--- src/rtl/hilo_mdu_ctrl_pkg.sv ---
// Shared constants and encodings for the HI/LO multiply/divide controller.
package hilo_mdu_ctrl_pkg;

    localparam int MDU_DATA_W   = 32;
    localparam int MDU_DIV_ITER = 32;

    localparam logic                  WRITE_ENABLE = 1'b1;
    localparam logic [MDU_DATA_W-1:0] ZEROWORD     = '0;

    // Opcode 3'b111 is reserved and decodes like NOP.
    typedef enum logic [2:0] {
        MDU_OP_NOP   = 3'b000,
        MDU_OP_MULT  = 3'b001,
        MDU_OP_MULTU = 3'b010,
        MDU_OP_DIV   = 3'b011,
        MDU_OP_DIVU  = 3'b100,
        MDU_OP_MTHI  = 3'b101,
        MDU_OP_MTLO  = 3'b110
    } mdu_op_e;

    typedef enum logic [1:0] {
        ST_IDLE = 2'b00,
        ST_MUL  = 2'b01,
        ST_DIV  = 2'b10,
        ST_DONE = 2'b11
    } mdu_state_e;

    // True for the ops that occupy the unit and stall the pipeline.
    function automatic logic is_busy_op(input logic [2:0] op);
        return (op == MDU_OP_MULT) || (op == MDU_OP_MULTU) ||
               (op == MDU_OP_DIV)  || (op == MDU_OP_DIVU);
    endfunction

endpackage

--- src/rtl/hilo_mdu_ctrl_div_radix2_step.sv ---
// One combinational iteration of a radix-2 restoring divider.
module div_radix2_step #(
    parameter int DATA_W = 32
) (
    input  logic [DATA_W-1:0] rem,
    input  logic [DATA_W-1:0] dividend,
    input  logic [DATA_W-1:0] divisor,
    output logic [DATA_W-1:0] rem_next,
    output logic [DATA_W-1:0] dividend_next,
    output logic              q_bit
);

    logic [DATA_W:0] shifted;
    logic [DATA_W:0] diff;

    // Shift in the next dividend bit, trial-subtract, keep the difference if non-negative.
    // rem < divisor always holds, so the extra top bit of diff is a reliable sign.
    always_comb begin
        shifted       = {rem, dividend[DATA_W-1]};
        diff          = shifted - {1'b0, divisor};
        q_bit         = ~diff[DATA_W];
        rem_next      = q_bit ? diff[DATA_W-1:0] : shifted[DATA_W-1:0];
        dividend_next = {dividend[DATA_W-2:0], q_bit};
    end

endmodule

--- src/rtl/hilo_mdu_ctrl.sv ---
// EX-stage multiply/divide controller sequencing every write into HI/LO.
module hilo_mdu_ctrl
    import hilo_mdu_ctrl_pkg::*;
#(
    parameter int DATA_W   = MDU_DATA_W,
    parameter int DIV_ITER = MDU_DIV_ITER
) (
    input  logic              clk,
    input  logic              rst,
    input  logic              start_i,
    input  logic [2:0]        op_i,
    input  logic [DATA_W-1:0] src_a_i,
    input  logic [DATA_W-1:0] src_b_i,
    input  logic [DATA_W-1:0] hi_i,
    input  logic [DATA_W-1:0] lo_i,
    input  logic              flush_i,
    output logic              stall_o,
    output logic              hilo_write_en_o,
    output logic [DATA_W-1:0] hi_write_data_o,
    output logic [DATA_W-1:0] lo_write_data_o
);

    localparam int CNT_W = (DIV_ITER > 1) ? $clog2(DIV_ITER) : 1;
    localparam logic [CNT_W-1:0] CNT_LAST = CNT_W'(DIV_ITER - 1);

    mdu_state_e        state;
    logic [CNT_W-1:0]  cnt;

    // Multiply operands (also carries the dividend for the divide-by-zero result).
    logic [DATA_W-1:0] mul_a;
    logic [DATA_W-1:0] mul_b;
    logic              mul_signed;
    logic              div_zero;

    // Divider working registers.
    logic [DATA_W-1:0] div_rem;
    logic [DATA_W-1:0] div_dq;
    logic [DATA_W-1:0] div_divisor;
    logic              neg_quot;
    logic              neg_rem;

    logic              op_signed;
    logic [DATA_W-1:0] a_mag;
    logic [DATA_W-1:0] b_mag;
    logic [2*DATA_W-1:0] ext_a;
    logic [2*DATA_W-1:0] ext_b;
    logic [2*DATA_W-1:0] product;
    logic [DATA_W-1:0] rem_next;
    logic [DATA_W-1:0] dq_next;
    logic              q_bit;
    logic [DATA_W-1:0] quot_fixed;
    logic [DATA_W-1:0] rem_fixed;

    div_radix2_step #(.DATA_W(DATA_W)) u_step (
        .rem           (div_rem),
        .dividend      (div_dq),
        .divisor       (div_divisor),
        .rem_next      (rem_next),
        .dividend_next (dq_next),
        .q_bit         (q_bit)
    );

    // Operand magnitudes for divide and sign-extended multiply operands.
    // Negating 0x80000000 yields 0x80000000, which is the correct unsigned magnitude.
    always_comb begin
        op_signed  = (op_i == MDU_OP_MULT) || (op_i == MDU_OP_DIV);
        a_mag      = (op_signed && src_a_i[DATA_W-1]) ? -src_a_i : src_a_i;
        b_mag      = (op_signed && src_b_i[DATA_W-1]) ? -src_b_i : src_b_i;
        ext_a      = {{DATA_W{mul_signed & mul_a[DATA_W-1]}}, mul_a};
        ext_b      = {{DATA_W{mul_signed & mul_b[DATA_W-1]}}, mul_b};
        product    = ext_a * ext_b;
        quot_fixed = neg_quot ? -dq_next  : dq_next;
        rem_fixed  = neg_rem  ? -rem_next : rem_next;
    end

    // Stall while an op is being accepted or is in flight; flush releases it at once.
    always_comb begin
        stall_o = ~flush_i &
                  (((state == ST_IDLE) & start_i & is_busy_op(op_i)) |
                   (state == ST_MUL) | (state == ST_DIV));
    end

    // Sequencer FSM with registered write pulse and write data.
    always_ff @(posedge clk or negedge rst) begin
        if (!rst) begin
            state           <= ST_IDLE;
            cnt             <= '0;
            mul_a           <= ZEROWORD;
            mul_b           <= ZEROWORD;
            mul_signed      <= 1'b0;
            div_zero        <= 1'b0;
            div_rem         <= ZEROWORD;
            div_dq          <= ZEROWORD;
            div_divisor     <= ZEROWORD;
            neg_quot        <= 1'b0;
            neg_rem         <= 1'b0;
            hilo_write_en_o <= 1'b0;
            hi_write_data_o <= ZEROWORD;
            lo_write_data_o <= ZEROWORD;
        end else begin
            hilo_write_en_o <= 1'b0;
            if (flush_i) begin
                state <= ST_IDLE;
                cnt   <= '0;
            end else begin
                case (state)
                    ST_IDLE: begin
                        if (start_i) begin
                            case (op_i)
                                MDU_OP_MULT, MDU_OP_MULTU: begin
                                    mul_a      <= src_a_i;
                                    mul_b      <= src_b_i;
                                    mul_signed <= op_signed;
                                    div_zero   <= 1'b0;
                                    state      <= ST_MUL;
                                end
                                MDU_OP_DIV, MDU_OP_DIVU: begin
                                    if (src_b_i == ZEROWORD) begin
                                        // Divide by zero reuses the short MUL path.
                                        mul_a    <= src_a_i;
                                        div_zero <= 1'b1;
                                        state    <= ST_MUL;
                                    end else begin
                                        div_rem     <= ZEROWORD;
                                        div_dq      <= a_mag;
                                        div_divisor <= b_mag;
                                        neg_quot    <= op_signed & (src_a_i[DATA_W-1] ^ src_b_i[DATA_W-1]);
                                        neg_rem     <= op_signed & src_a_i[DATA_W-1];
                                        cnt         <= '0;
                                        state       <= ST_DIV;
                                    end
                                end
                                MDU_OP_MTHI: begin
                                    hilo_write_en_o <= WRITE_ENABLE;
                                    hi_write_data_o <= src_a_i;
                                    lo_write_data_o <= lo_i;
                                end
                                MDU_OP_MTLO: begin
                                    hilo_write_en_o <= WRITE_ENABLE;
                                    hi_write_data_o <= hi_i;
                                    lo_write_data_o <= src_a_i;
                                end
                                default: ;
                            endcase
                        end
                    end
                    ST_MUL: begin
                        hilo_write_en_o <= WRITE_ENABLE;
                        if (div_zero) begin
                            hi_write_data_o <= mul_a;
                            lo_write_data_o <= {DATA_W{1'b1}};
                        end else begin
                            hi_write_data_o <= product[2*DATA_W-1:DATA_W];
                            lo_write_data_o <= product[DATA_W-1:0];
                        end
                        state <= ST_DONE;
                    end
                    ST_DIV: begin
                        div_rem <= rem_next;
                        div_dq  <= dq_next;
                        cnt     <= cnt + CNT_W'(1);
                        if (cnt == CNT_LAST) begin
                            hilo_write_en_o <= WRITE_ENABLE;
                            hi_write_data_o <= rem_fixed;
                            lo_write_data_o <= quot_fixed;
                            cnt             <= '0;
                            state           <= ST_DONE;
                        end
                    end
                    ST_DONE: begin
                        state <= ST_IDLE;
                    end
                    default: state <= ST_IDLE;
                endcase
            end
        end
    end

endmodule

--- config.mk ---
export PLATFORM = sky130hd
export DESIGN_NAME = hilo_mdu_ctrl
export DESIGN_NICKNAME = d
export VERILOG_FILES = /design/src/rtl/hilo_mdu_ctrl_pkg.sv /design/src/rtl/hilo_mdu_ctrl_div_radix2_step.sv /design/src/rtl/hilo_mdu_ctrl.sv
export SDC_FILE = /design/constraint.sdc
export NUM_CORES = 2
export LEC_CHECK = 0
export BUFFER_PORTS_ARGS = -buffer_cell sky130_fd_sc_hd__buf_4
export CAP_MARGIN = 20
export CORE_MARGIN = 2
export CORE_UTILIZATION = 65
export CTS_CLUSTER_SIZE = 30
export DETAILED_ROUTE_END_ITERATION = 6
export HOLD_SLACK_MARGIN = 0.15
export PLACE_DENSITY = 0.83
export RECOVER_POWER = 25
export SYNTH_ARGS = -nofsm -noshare
export SYNTH_HDL_FRONTEND = slang
export SYNTH_SLANG_ARGS = --single-unit
--- constraint.sdc ---
create_clock -name clk -period 24.8 [get_ports clk]
set_input_delay 4.96 -clock clk [delete_from_list [all_inputs] [get_ports clk]]
set_output_delay 4.96 -clock clk [all_outputs]
set_load 0.05 [all_outputs]
==> results.py <==
metrics = {
    "timing": {
        "rsz0062_at_grt": "no",
        "slew_headroom_pct": -236,
        "setup_tns_ns": 0,
        "slew_violations": 203,
        "fin_worst_skew_ns": 0.0304,
        "fin_crit_sh_pct": 46.8,
        "hold_violations": 0,
        "fin_crit_ns": 11.62,
        "max_freq_mhz": 86.1,
        "tightestPinTransition_ns": 5.04,
        "setup-violations-final": 0,
    },
    "drt": {
        "via_per_inst": 6.06,
        "ant_nets": 0,
        "firstDrtPassIters": 6,
        "vias": 43800,
        "wl_per_cell_um": 21.3,
        "routed_wl_mm": 154,
        "drtIter0Drc": 4081,
        "drcViolationCount": 0,
    },
    "synthesis": {
        "synth_ff_type": "dfrtp_1",
        "synth-seq-area-share_pct": 10.9,
        "ys_ff_latch": 236,
        "synth.largest_area_cell": "fa_1",
        "syn_area_um2": 54200,
        "syn-num-nets": 7728,
        "synth_cell_type_count": 87,
        "synthArstFlopShare_pct": 100,
        "yosys-top-cells-area": "fa_1 42%, dfrtp_1 11%, inv_1 8.2%, nand2_1 7.6%, ha_1 5.9%",
        "synth-edff-count": 0,
        "avgSynthCellArea_um2": 8.73,
        "synth_warnings": 0,
        "synth_top_area_share_pct": 41.6,
        "synthCells": 6212,
    },
    "worst_setup_path": {
        "r2r_slack_ns": 14.91,
        "start_kind": "primary input",
        "cp_slowest_stage_delay_ns": 3.45,
        "crit_start": "rst",
        "worst_setup_path_end_kind": "asynchronous set/reset pin",
        "worst-path-buf-inv": 2,
        "cp_cell_sequence": "clkbuf_1, clkbuf_1",
        "worstSetupPathType": "primary input to asynchronous set/reset pin",
        "cp.required_ns": 24.60,
        "path_common_cell": "clkbuf_1",
        "crit_family": "buffers and inverters",
        "cp.arrival_ns": 11.41,
        "slowest_stage": "clkbuf_1",
        "r2r-start": "mul_signed",
        "cp_max_fo": 88,
    },
    "min_path": {
        "hp-class": "register to register",
        "holdCritStartpoint": "lo_write_data_o[30]",
    },
    "global_route": {
        "antenna_found_initial": 7,
        "grt_max_degree": 89,
        "grt_pass1_wl_mm": 247,
        "grtUsageTotal_pct": 37.0,
        "grt_pass1_vias": 46100,
        "overflow": 0,
    },
    "cts": {
        "clock_path_buffers": 3,
        "cts_max_level": 1,
        "ctsHoldBuffers": 0,
        "root_buffer": "clkbuf_16",
        "worst_skew_pair.late_latency_ns": 0.59,
        "cts.sinks": 236,
        "cts_resized": 0,
        "cts_made_buffers": 27,
        "post_cts_buffers": 0,
        "clkTransAtPathRegs_ns": 0.06,
        "cts_tree": "yes",
    },
    "finish": {
        "final_common_cell": "inv_1",
        "regArea_um2": 5920,
        "final_nets": 7650,
        "area_delta_synth_final_pct": 5.45,
        "drive_gt1_share_pct": 7.28,
        "nFillCells": 6304,
        "final_cell_mix": "1185 x inv_1, 1126 x fa_1, 1100 x nand2_1",
        "multi_input_area_um2": 42400,
    },
    "placed_design": {
        "dp_hpwl_mm": 122,
        "portBuffers": 200,
        "gp_congestion": 1.01,
    },
    "floorplan": {
        "core-area_um2": 82400,
        "die_area_um2": 85700,
        "fp.dieH_um": 293,
        "initial_core_util_pct": 65.8,
        "top_level_ports": 201,
        "rows": 105,
        "die_w_um": 293,
    },
    "run_status": {
        "violations": "capacitance limit, slew limit",
        "run_status": "finished, violations left",
    },
    "job": {
        "drv_cap": 3,
    },
}
-- through the flow --
| step | area, um2 | std cells | hold slack (ns) | setup slack (ns) | util [%] |
|---|---|---|---|---|---|
| global route | 57200 | 7224 | 0.508 | 11.78 | 69.4 |
| floorplan | 54200 | 6212 | 0.469 | 13.58 | - |
| global placement | 56200 | 7174 | 0.462 | 13.90 | 68.3 |
| finish | 57200 | 7225 | 0.479 | 13.18 | 69.4 |
| CTS | 57100 | 7222 | 0.484 | 13.91 | 69.4 |
| detailed placement | 56200 | 7174 | 0.471 | 13.92 | 68.3 |
-- cell usage after synthesis, types with 12 or more instances --
| library cell | instances |
|---|---|
| inv_1 | 1185 |
| fa_1 | 1126 |
| nand2_1 | 1100 |
| clkbuf_1 | 365 |
| and2_1 | 357 |
| o21ai_0 | 290 |
| ha_1 | 255 |
| dfrtp_1 | 236 |
| a21oi_1 | 233 |
| nor2_1 | 164 |
| xnor2_1 | 117 |
| xor2_1 | 98 |
| a21o_1 | 75 |
| mux2_2 | 68 |
| nor3_1 | 46 |
| o31ai_1 | 32 |
| nand3_1 | 31 |
| and3_1 | 28 |
| mux2i_1 | 28 |
| a31oi_1 | 24 |
| nand4_1 | 22 |
| a211oi_1 | 18 |
| buf_2 | 18 |
| o21a_1 | 17 |
| nand2b_1 | 16 |
| or3_1 | 16 |
| a221oi_1 | 15 |
| nand4b_1 | 15 |
| o41ai_1 | 15 |
| or2_2 | 14 |
| o21ai_1 | 12 |
| o21bai_1 | 12 |
-- routing by layer --
layer  routed length [um]  vias up  part of all wire, %  GRT usage, %
met5                    8        -               0.0052        0.0567
met4                11100        2                  7.2          21.8
met3                14500      653                  9.4          5.67
met2                73900     2538                   48          60.8
met1                54600    21800                   35          46.7
li1                     -    18700                    -             -
-- cells by family after synthesis --
group | share of synthesized area, %
simple gates | 15.8
buf+inv | 11.0
fa+ha+maj | 47.5
compound gates | 9.46
flops | 10.9
xor+xnor | 3.47
mux | 1.93
-- state kept, by name, summed over array words and instances (netlist names) --
| register | cells |
|---|---|
| cnt | 5 |
| div_divisor | 32 |
| div_dq | 32 |
| div_rem | 32 |
| div_zero | 1 |
| hi_write_data_o | 32 |
| hilo_write_en_o | 1 |
| lo_write_data_o | 32 |
| mul_a | 32 |
| mul_b | 32 |
| mul_signed | 1 |
| neg_quot | 1 |
| neg_rem | 1 |
| state | 2 |
-- worst paths after layout --
check,to,cells after the start
worst max-delay path,div_rem[4],2
min in group asynchronous,cnt[1],1
worst min register to register,lo_write_data_o[30],2
worst max register to register,hi_write_data_o[31],27
max in group clk,stall_o,6
worst min-delay path,lo_write_data_o[30],2
-- area by class of cell --
class | count | share of cell area (%)
clock inverter | 11 | 0.263
sequential | 236 | 10.4
multi-input combinational | 4399 | 74.2
tap | 1070 | 2.34
timing repair buffer | 283 | 3.73
inverter | 1187 | 7.80
antenna | 2 | 0.00876
clock buffer | 37 | 1.34
Power is left out: the tool's default activity adds up to more than one toggle a clock period on the data nets, which glitch-free logic cannot reach.
